==> src/rtl/irq_ctrl_pkg.sv <==
// Shared types and constants for the priority interrupt controller.
package irq_ctrl_pkg;

  typedef enum logic [1:0] {
    IDLE,
    REQ,
    ACKED
  } state_t;

  localparam logic [1:0] REG_IMR     = 2'd0;
  localparam logic [1:0] REG_IRR     = 2'd1;
  localparam logic [1:0] REG_ISR     = 2'd2;
  localparam logic [1:0] REG_VEC_EOI = 2'd3;

  localparam int unsigned EOI_NONSPEC = 3;

  localparam logic [15:0] SPURIOUS_VEC_DEFAULT = 16'hFFFF;

endpackage

==> src/rtl/prio_enc8.sv <==
// 8-bit priority encoder: reports the index of the lowest set bit.
module prio_enc8 (
  input  logic [7:0] in,
  output logic       valid,
  output logic [2:0] idx
);

  always_comb begin
    valid = |in;
    idx   = '0;
    // Scan downwards so the lowest set bit is the last one written.
    for (int unsigned i = 8; i > 0; i--) begin
      if (in[i-1]) idx = 3'(i - 1);
    end
  end

endmodule

==> src/rtl/irq_priority_ctrl.sv <==
// Eight-input fixed-priority interrupt controller with edge capture, masking,
// in-service nesting, INT/intack handshake and a 4-word register block.
module irq_priority_ctrl
  import irq_ctrl_pkg::*;
#(
  parameter int unsigned NUM_IRQ      = 8,
  parameter logic [15:0] VEC_BASE     = 16'h0000,
  parameter logic [15:0] SPURIOUS_VEC = SPURIOUS_VEC_DEFAULT
) (
  input  logic               clk,
  input  logic               rst,
  input  logic [NUM_IRQ-1:0] irq,
  output logic               INT,
  input  logic               intack,
  input  logic               sel,
  input  logic               we,
  input  logic [1:0]         addr,
  input  logic [15:0]        din,
  output logic [15:0]        dout
);

  logic [NUM_IRQ-1:0] imr, irr, isr, irq_prev;
  logic [15:0]        vector;
  state_t             state, state_d;

  logic [NUM_IRQ-1:0] higher_mask, eligible;
  logic               elig_valid, isr_valid;
  logic [2:0]         winner, isr_top;
  logic               grant, spurious;
  logic               imr_wr, eoi_wr;
  logic [NUM_IRQ-1:0] irr_d, isr_d;
  logic               unused_din;

  assign unused_din = ^din[15:NUM_IRQ];

  prio_enc8 u_enc_isr (
    .in    (isr),
    .valid (isr_valid),
    .idx   (isr_top)
  );

  // Only levels strictly above the highest one in service may interrupt.
  assign higher_mask = isr_valid ? ((NUM_IRQ'(1) << isr_top) - NUM_IRQ'(1)) : '1;
  assign eligible    = irr & ~imr & higher_mask;

  prio_enc8 u_enc_win (
    .in    (eligible),
    .valid (elig_valid),
    .idx   (winner)
  );

  assign imr_wr = sel && we && (addr == REG_IMR);
  assign eoi_wr = sel && we && (addr == REG_VEC_EOI);

  always_comb begin
    state_d  = state;
    grant    = 1'b0;
    spurious = 1'b0;
    unique case (state)
      IDLE: begin
        spurious = intack;
        if (elig_valid) state_d = REQ;
      end
      REQ: begin
        if (intack && elig_valid) begin
          grant   = 1'b1;
          state_d = ACKED;
        end else if (!elig_valid) begin
          spurious = intack;
          state_d  = IDLE;
        end
      end
      ACKED: begin
        spurious = intack;
        state_d  = IDLE;
      end
      default: state_d = IDLE;
    endcase
  end

  // Edge set is applied after the grant clear so a fresh edge survives it;
  // ISR clears from EOI first, then the grant set overrides on the same bit.
  always_comb begin
    irr_d = irr;
    if (grant) irr_d[winner] = 1'b0;
    irr_d = irr_d | (irq & ~irq_prev);

    isr_d = isr;
    if (eoi_wr) begin
      if (din[EOI_NONSPEC]) begin
        if (isr_valid) isr_d[isr_top] = 1'b0;
      end else begin
        isr_d[din[2:0]] = 1'b0;
      end
    end
    if (grant) isr_d[winner] = 1'b1;
  end

  always_ff @(posedge clk) begin
    if (rst) begin
      imr      <= '1;
      irr      <= '0;
      isr      <= '0;
      irq_prev <= '0;
      vector   <= SPURIOUS_VEC;
      state    <= IDLE;
      INT      <= 1'b0;
    end else begin
      irq_prev <= irq;
      irr      <= irr_d;
      isr      <= isr_d;
      state    <= state_d;
      INT      <= (state_d == REQ);
      if (imr_wr) imr <= din[NUM_IRQ-1:0];
      if (grant) begin
        vector <= VEC_BASE + 16'(winner);
      end else if (spurious) begin
        vector <= SPURIOUS_VEC;
      end
    end
  end

  always_comb begin
    dout = '0;
    if (sel) begin
      unique case (addr)
        REG_IMR:     dout = 16'(imr);
        REG_IRR:     dout = 16'(irr);
        REG_ISR:     dout = 16'(isr);
        REG_VEC_EOI: dout = vector;
        default:     dout = '0;
      endcase
    end
  end

endmodule

==> config.mk <==
export PLATFORM = sky130hd
export DESIGN_NAME = irq_priority_ctrl
export DESIGN_NICKNAME = d
export VERILOG_FILES = /design/src/rtl/irq_ctrl_pkg.sv /design/src/rtl/prio_enc8.sv /design/src/rtl/irq_priority_ctrl.sv
export SDC_FILE = /design/constraint.sdc
export NUM_CORES = 1
export LEC_CHECK = 0
export CORE_ASPECT_RATIO = 1.5
export CORE_MARGIN = 3
export CORE_UTILIZATION = 30
export DETAILED_ROUTE_END_ITERATION = 8
export GPL_ROUTABILITY_DRIVEN = 0
export SETUP_SLACK_MARGIN = 0.1
export SLEW_MARGIN = 20
export SYNTH_ARGS = -nofsm -noshare
export SYNTH_HDL_FRONTEND = slang
export SYNTH_SLANG_ARGS = --single-unit
==> constraint.sdc <==
create_clock -name clk -period 7.76 [get_ports clk]
set_input_delay 1.164 -clock clk [delete_from_list [all_inputs] [get_ports clk]]
set_output_delay 1.164 -clock clk [all_outputs]
set_load 0.02 [all_outputs]
## Word level (Yosys, flattened, before mapping)

Cells that the tools add are included.

| cells by class | value |
|---|---|
| reductions and logical operators | 13 |
| add/sub/neg operators | 1 |
| $lt $le $gt $ge | 6 |
| shift operators | 1 |
| muxes and demuxes | 41 |
| bitwise gates (word level) | 13 |
| eq/ne operators | 6 |

Operators with widths:

| cell | count |
|---|---|
| $pmux W16 S4 | 1 |
| $and A8 B8 Y8 | 6 |
| $mux W16 | 3 |
| $mux W3 | 16 |
| $mux W8 | 6 |
| $not A8 Y8 | 5 |
| $or A8 B8 Y8 | 2 |
| $reduce_or A8 Y1 | 2 |
| $lt A3 B4 Y1 const B | 3 |
| $demux W1 S3 | 3 |
| $ge A3 B1 Y1 const B | 3 |
| $shl A1 B3 Y8 const A | 1 |
| $sub A8 B1 Y8 const B | 1 |
| $logic_and A1 B1 Y1 | 7 |
| $mux W1 | 7 |
| $eq A2 B1 Y1 const B | 3 |
| $eq A2 B2 Y1 const B | 3 |
| $mux W2 | 3 |
| $logic_not A2 Y1 | 2 |
| $pmux W2 S2 | 1 |
| $pmux W1 S2 | 1 |
| $reduce_bool A2 Y1 | 1 |
| $reduce_or A2 Y1 | 1 |

| word-level totals | value |
|---|---|
| register bits | 51 |
| input port bits | 31 |
| output and inout bits | 17 |
| logic and storage cells | 88 |

## Logic depth before layout (Yosys ltp)

Gate-level depths: netlist (run 1).

| depth | value |
|---|---|
| word-level depth | 28 |
| depth in mapped cells | 10 |
| gate-level depth less buffers | 9 |

## Cells and area by module

From an unflattened synthesis (run 1), not the netlist that was laid out.

| unflattened totals | value |
|---|---|
| cell total of the unflattened synthesis | 244 |
| area total of the unflattened synthesis | 2318.5 um^2 |

Modules (own cells, without submodules):

| module | times used | cells an instance | area an instance (um^2) | sequential area each (um^2) |
|---|---|---|---|---|
| irq_priority_ctrl | 1 | 218 | 2155.8 | 780.7 |
| prio_enc8 | 2 | 13 | 81.3 | 0.0 |

## Worst setup path before layout (run 1)

No wires, ideal clock.

| timing | value |
|---|---|
| path type | input to output |
| start | input port addr[1] |
| end | output port dout[10] |
| arrival | 2.497 ns |
| setup slack | 4.099 ns |
| required time | 6.596 ns |
| stages on the path | 4 |
| cells stage by stage | buf_1 > nand2_1 > nor2_1 > buf_4 |

| between the ends | value |
|---|---|
| word-level cells in the longest chain between the ends | 3 |

Ends and longest elaborated chain:

| item | RTL line | RTL |
|---|---|---|
| start: declaration | irq_priority_ctrl.sv:17 | `input logic [1:0] addr,` |
| $eq A2 B2 Y1, or another cell as far along | irq_priority_ctrl.sv:126 | `unique case (addr)` |
| $pmux W16 S4 (*) | irq_priority_ctrl.sv:126 |  |
| $mux W16 (*) | irq_priority_ctrl.sv:125 | `if (sel) begin` |
| end: declaration | irq_priority_ctrl.sv:19 | `output logic [15:0] dout` |

Every way passes the cells marked *; elsewhere a longest branch is shown, timed or not.

## Worst setup path after layout (run 1)

| timing | value |
|---|---|
| start | input port addr[1] |
| end | output port dout[3] |

The elaborated chain is that of the path after synthesis.

==> run metrics, run 1 <==
share of cells above drive strength 1 0.1223; Initial DRT Pass Iterations 4; status complete, no violations; setup TNS 0 ns; CTS Hold Bufs 0; CTS tree built; fin. max-slew vios 0; share of the synthesized area in the top cell type 0.3380; Worst Hold Path EP irr[3]; WP data required roughly 6.6 ns; Die X-Extent approximately 78 um; Clk Latency, worst-skew pair about 0.30 ns; GRT Util Overall 0.1407; R2R setup slack approximately 4.4 ns; final hold viol count 0; Tcrit/Tclk final 0.5955; antenna-violating nets left 0; first-pass GRT wire length approximately 9900 um; number of max-cap violations 0; vias in the first global route a little under 2,000; htree depth 2; final setup fails 0; Yosys cell types 68; Core ar. approximately 7400 um^2; hold path cells 3; crit path time final roughly 4.6 ns; CTS clk-pin slew, worst paths about 0.080 ns; Synth-to-Final Area Change 21.89%; Max FO, Critical Path 11; Root Driver clkbuf_8; Starting Density 0.3134; FP Rows 38; DRC 0; hold path start irq_prev[3]; largest net degree at the start of global routing 26; Synth area leader dfxtp_1; clk_skew roughly 0.007 ns; Mapped Nets 283; CTS sink count 39; total power density per cell area ~160 nW/um^2; Avg Inst Size Synth 9.202 um^2; Hold WS 0.4800 ns; Worst R2R End irr[6]; PostCTS Resize Cnt 0; Post-CTS Setup Bufs 0; asr flop ratio synth 0; Slew @ Worst Pin 0.9193 ns; crit path DAT between 3 and 4 ns; Leak about 0.00099 uW; EDFF count, synth 0; synth warn 0; n_diodes 0; num ports between 40 and 50; Synth Flop Type dfxtp_1; Startpoint Class input port; vias per cell ~5.1; part of the Yosys area used for sequential elements 0.3380; PortBufs 39; RSZ-0062 raised after global routing false; Congestion Overflow GR 0; Post-Syn Area 2310 um^2; Critical Path Sink Type output pin; Synth Instances between 200 and 300; fill count about 750; Crit. Startpoint addr[1]; net count reported at finish 310; Hold WC Path Type reg -> reg; Peak VDD IR a little over 0.1 mV; CP Class in -> out; drt wl/cell ~16 um; Max Fclk 216.4 MHz; initial DRC count 157; CTS Buf Count 5; final WL just under 6000 um; HPWL after detailed placement approximately 4500 um; Die H 113.5 um; clock buffer depth 2; main area contributors after synthesis dfxtp_1, mux4_2, nor2b_1, mux2i_1, nand2_1; Vias between 1,500 and 2,000; Worst R2R Path Depth 8; register bit total from synthesis 39; Reg-to-Reg Start isr[7]; Worst slew margin 0.3838; initial antenna violation count 0; total die area between 8000 and 9000 um^2; final core utilization 0.3820
==> logic make-up after synthesis <==
logic type,count (synthesis),share of synthesized area
mux,17,0.1241
simple gates,107,0.2784
buf+inv,25,0.06175
fa+ha+maj,1,0.005416
compound gates,62,0.1923
flops,39,0.3380
==> cells in the mapped netlist (2+ instances only) <==
| cell | n |
|---|---|
| mux4_2 | 7 |
| buf_4 | 7 |
| nor2_1 | 14 |
| o311a_2 | 2 |
| nor4b_1 | 4 |
| clkbuf_1 | 9 |
| buf_6 | 3 |
| nand4b_1 | 2 |
| o21ai_0 | 11 |
| nor2b_1 | 20 |
| mux2i_1 | 8 |
| nor3b_1 | 2 |
| nand3b_1 | 2 |
| a21oi_1 | 13 |
| a211o_1 | 2 |
| nand3_1 | 6 |
| dfxtp_1 | 39 |
| nor3_1 | 4 |
| nand2_1 | 20 |
| o21a_1 | 3 |
| or2_2 | 2 |
| a22o_1 | 2 |
| a211oi_1 | 2 |
| nand2b_1 | 7 |
| inv_1 | 4 |
| o22ai_1 | 5 |
| and2_1 | 9 |
| o21ai_2 | 2 |
==> worst max-delay path, cell delays in order <==
cell and delay, ns:
clkdlybuf4s50_1 0.90, mux4_1 0.67, and2_1 0.18, clkdlybuf4s50_1 0.53
==> worst max-delay path by stage <==
stage                to  cells after the start
2_1_floorplan  dout[10]                      4
3_3_place_gp    dout[3]                      4
3_5_place_dp    dout[3]                      4
4_1_cts         dout[3]                      4
5_1_grt         dout[3]                      4
6_report        dout[3]                      4
==> metrics by stage <==
stage,instances,total power (uW),setup slack (ns),cell area [um^2]
3_3_place_gp,371,294.6,3.125,2709
4_1_cts,378,462.0,3.102,2815
6_report,378,457.8,3.139,2815
3_5_place_dp,371,296.1,3.105,2709
5_1_grt,378,476.3,3.046,2815
2_1_floorplan,251,265.0,4.099,2310
==> sequential cells by signal, indices dropped and copies added, names as in the netlist <==
| register | cells |
|---|---|
| INT | 1 |
| isr | 8 |
| state | 2 |
| irq_prev | 8 |
| imr | 8 |
| vector | 4 |
| irr | 8 |
==> report_power, final <==
part	total (uW)	switching (uW)	internal, uW	leakage, uW
clock	167	73.2	94.0	0.0000502
sequential	214	5.84	209	0.000320
combinational	76.2	34.5	41.6	0.000617
==> cells in the final DEF, fill, tap and decap left out, drive strengths merged, types with 2 or more instances in the layout <==
master and instances:
nand3b 2, a211o 2, nor2 15, clkdlybuf4s50 39, nor4b 4, a21bo 2
nor3 5, o21a 3, mux4 8, o221a 2, or3b 2, a211oi 2
nor3b 3, or2 4, mux2i 9, a21oi 14, nand3 7, dfxtp 39
o311a 2, inv 5, nand4b 2, o22ai 5, and2 9, clkbuf 5
nor2b 20, o21ai 14, nand2 20, nand2b 8, nor4 2, a22o 2
==> per-layer routing <==
metal,GRT usage,share of wire,vias to the layer above
li1,-,-,959
met1,0.1571,0.40,913
met2,0.2620,0.55,39
met3,0.01738,0.031,8
met4,0.06295,0.018,0
met5,0,0,-
==> layout make-up <==
type	count	area, um^2	area share
Clock buffer	5	68.82	0.02444
Timing Repair Buffer	40	397.9	0.1413
Clock inverter	2	37.54	0.01333
Tap cell	100	125.1	0.04444
Sequential cell	39	780.7	0.2773
Multi-Input combinational cell	187	1386	0.4924
Inverter	5	18.77	0.006667
Power figures use the tool's default switching activity.
==> run 2, diff against run 1 <==
==> constraint.sdc (replaced) <==
create_clock -name clk -period 3.92 [get_ports clk]
set_input_delay 0.588 -clock clk [delete_from_list [all_inputs] [get_ports clk]]
set_output_delay 0.588 -clock clk [all_outputs]
set_load 0.02 [all_outputs]
==> run metrics, run 2 (synthesis results as in run 1) <==
CTS tree built; Root Driver clkbuf_8; crit path DAT around 2.7 ns; delay-heaviest family, CP buffers and inverters; drt wl/cell around 16 um; R2R setup slack between 1 and 1.5 ns; Hold WS around 0.48 ns; slowest cell delay on critical path 0.66 ns; CP Class in -> out; Congestion Overflow GR 0; CTS sink count 39; cell count along the critical path 5; PostCTS Resize Cnt 0; Reg-to-Reg Start isr[7]; Tcrit/Tclk final 0.8379; HPWL after detailed placement ~4500 um; CTS clk-pin slew, worst paths approximately 0.070 ns; Register Area slightly below 800 um^2; clock buffer depth 2; first-pass GRT wire length between 9000 and 10,000 um; cell mode on critical path clkdlybuf4s50_1; CTS Buf Count 5; vias in the first global route just under 2,000; RSZ-0062 raised after global routing false; Post-CTS Setup Bufs 0; total die area roughly 8800 um^2; vias per cell between 5 and 6; Initial DRT Pass Iterations 4; Leak 0.0009885 uW; Slew @ Worst Pin between 0.9 and 1 ns; Clk Latency, worst-skew pair ~0.29 ns; Crit. Startpoint addr[1]; Synth-to-Final Area Change 21.45%; crit path time final ~3.3 ns; FP Rows 38; clk_skew approximately 0.0038 ns; Max Fclk 304.5 MHz; net count reported at finish ~310; Peak VDD IR approximately 0.12 mV; antenna-violating nets left 0; total power density per cell area 301.3 nW/um^2; final hold viol count 0; n_diodes 0; PortBufs 39; crit path to dout[4]; number of max-cap violations 0; Max FO, Critical Path 7; fill count between 700 and 800; final setup fails 0; worst path cell trace clkdlybuf4s50_1 > buf_4 > mux4_2 > and2_1 > clkdlybuf4s50_1; initial antenna violation count 0; Worst R2R Path Depth 9; share of cells above drive strength 1 0.1246; most frequent cells in the layout dfxtp_1, clkdlybuf4s50_1, nand2_1, nor2b_1, nor2_1; CP bufs+invs 3; largest net degree at the start of global routing 26; GRT Util Overall 0.1393; fin. max-slew vios 0; WP data required ~3.3 ns; final WL roughly 6000 um; Vias approximately 2,000; initial DRC count about 150; non-filler instance count after layout around 380; Worst slew margin 0.3813; Die H between 100 and 150 um; Die X-Extent ~78 um; setup TNS 0 ns; status complete, no violations; CTS Hold Bufs 0; htree depth 2; Critical Path Sink Type output pin; Starting Density 0.3134; total power 845.1 uW; Startpoint Class input port; CP max-delay cell clkdlybuf4s50_1; Worst R2R End irr[6]; Multi-input gate area between 1000 and 1500 um^2; Core ar. 7370 um^2; num ports 48; DRC 0; Hold WC Path Type reg -> reg; dpl cells approximately 370
## run 2: how the worst min path moves through the flow
stage	end	start	slack [ns]	cells after the start
floorplan	vector[2]	vector[2]	0.43	2
global placement	irr[3]	irq_prev[3]	0.45	3
detailed placement	irr[3]	irq_prev[3]	0.46	3
CTS	irr[3]	irq_prev[3]	0.48	3
global route	imr[3]	imr[3]	0.51	2
finish	irr[3]	irq_prev[3]	0.48	3
## run 2: area by class of cell
type	count	share of cell area
clock buffers	7	0.02721
flip-flops and latches	39	0.2783
well taps	100	0.04460
inverters	5	0.006690
multi-input cells	187	0.4942
repair buffers	42	0.1472
clock inverters	1	0.001784
## run 2: routing by layer
metal	global-route usage	routed length, um
met1	0.1536	2432
met5	0	0
met3	0.01975	186
met4	0.05701	88
met2	0.2626	3203
## run 2: metrics by stage
step	instance area (um^2)	setup WS (ns)	utilization
after floorplan	2310	1.151	-
after global placement	2724	0.6167	0.3696
after detailed placement	2724	0.6158	0.3696
after CTS	2805	0.6157	0.3806
after global routing	2805	0.5226	0.3806
final	2805	0.6356	0.3806
## run 2: worst min-delay path, cell delays in order (launching register included)
cell and delay [ns]:
dfxtp_1 0.30, inv_1 0.04, a32oi_1 0.04, o21ai_0 0.06
## run 2: power by group
part / total (uW) / internal [uW] / switching [uW]
logic: 151 / 83.2 / 68.1
clock network: 270 / 125 / 145
registers: 424 / 413 / 11.5
==> run 3, diff against run 2 <==
==> constraint.sdc (replaced) <==
create_clock -name clk -period 3 [get_ports clk]
set_input_delay 0.45 -clock clk [delete_from_list [all_inputs] [get_ports clk]]
set_output_delay 0.45 -clock clk [all_outputs]
set_load 0.02 [all_outputs]
==> run metrics, run 3 (synthesis results as in run 1) <==
status complete, no violations; antenna-violating nets left 0; Reg-to-Reg Start isr[6]; CTS Buf Count 5; Vias around 2,000; Worst R2R Path Depth 9; Tcrit/Tclk final 0.9490; Initial DRT Pass Iterations 4; most common cell after layout, fill and taps aside dfxtp_1; htree depth 2; Leak 0.001069 uW; setup TNS 0 ns; hold path start vector[2]; Synth-to-Final Area Change 26.60%; FP Rows 38; DRC 0; PortBufs 39; HPWL after detailed placement ~4700 um; Root Driver clkbuf_8; Post-CTS Setup Bufs 0; Max FO, Critical Path 3; final setup fails 0; initial DRC count around 160; Clk Latency, worst-skew pair 0.29 ns; final WL between 5000 and 6000 um; most frequent cells in the layout dfxtp_1, clkdlybuf4s50_1, nand2_1, nor2b_1, buf_4; n_diodes 0; final hold viol count 0; Hold WS 0.4749 ns; Startpoint Class input port; Peak VDD IR roughly 0.23 mV; CP Class in -> out; share of cells above drive strength 1 0.1831; drt wl/cell about 15 um; initial antenna violation count 0; Max Fclk 351.3 MHz; RSZ-0062 raised after global routing false; Hold WC Path Type reg -> reg; vias per cell 5.058; GRT Util Overall 0.1419; Critical Path Sink Type output pin; CTS sink count 39; largest net degree at the start of global routing 22; clock buffer depth 2; Congestion Overflow GR 0; fin. max-slew vios 0; CTS tree built; vias in the first global route 2,022; final core utilization 0.3968; Worst slew margin 0.6355; Slew @ Worst Pin around 0.54 ns; crit path DAT roughly 2.4 ns; Worst Hold Path EP vector[2]; Core ar. 7370 um^2; num ports between 40 and 50; number of max-cap violations 0; WP data required roughly 2.6 ns; CTS clk-pin slew, worst paths about 0.080 ns; clk_skew ~0.0057 ns; total power density per cell area 381.1 nW/um^2; Die H 113.5 um; Die X-Extent roughly 78 um; R2R setup slack around 0.23 ns; net count reported at finish approximately 330; first-pass GRT wire length approximately 10000 um; Worst R2R End irr[6]; hold path cells 2; Starting Density 0.3134; CTS Hold Bufs 0; total die area a little under 9000 um^2; crit path time final approximately 2.8 ns
[run 3: cell count changes in the layout (fill, tap and decap cells not counted), moves of 2 or more]
cell	delta
dlygate4sd2_1	+4
clkbuf_1	-2
clkinvlp_4	+2
clkdlybuf4s50_1	-4
buf_4	+14
[run 3: layer usage]
layer  vias to the layer above  wire [um]  global-route usage
met5                         -          0                   0
met4                         0        129             0.05819
met3                         7        220             0.01896
met2                        48       3326              0.2677
met1                       941       2281              0.1568
li1                       1002          -                   -
[run 3: how the worst max path moves through the flow]
stage,startpoint,end,cells after the start
after floorplan,isr[7],irr[6],8
after global placement,addr[1],dout[4],5
after detailed placement,addr[1],dout[6],5
after CTS,addr[1],dout[14],5
after global routing,addr[1],dout[1],5
final,addr[1],dout[2],5
[run 3: stage by stage]
step / area [um^2] / total power (uW) / cells / setup WS [ns]
floorplan: 2310 / 685.3 / 251 / 0.2308
finish: 2924 / 1114 / 395 / 0.1531
global route: 2924 / 1167 / 395 / 0.1268
CTS: 2913 / 1132 / 395 / 0.1348
detailed placement: 2829 / 774.1 / 387 / 0.07298
global placement: 2829 / 769.8 / 387 / 0.09408
[run 3: area by class of cell]
type | count | area [um^2]
multi-input combinational | 187 | 1398
fill | 750 | 4446
sequential | 39 | 780.7
clock buffer | 5 | 68.82
tap | 100 | 125.1
timing repair buffer | 56 | 513.0
inverter | 5 | 18.77
clock inverter | 3 | 20.02
[run 3: timing repair]
item	CTS	global route
gates resized for setup	4	3
pin swaps	0	0
setup endpoints to repair	4	21
cloned	0	0
[run 3: power breakdown]
group | switching (uW) | internal, uW | total (uW)
registers | 15.6 | 539 | 555
clock network | 196 | 162 | 358
logic | 89.8 | 111 | 201
total | 302 | 813 | 1110
[run 3: critical path: stages]
cell	delay (ns)
clkdlybuf4s50_1	0.58
buf_4	0.18
mux4_2	0.48
and2_1	0.18
clkdlybuf4s50_1	0.53
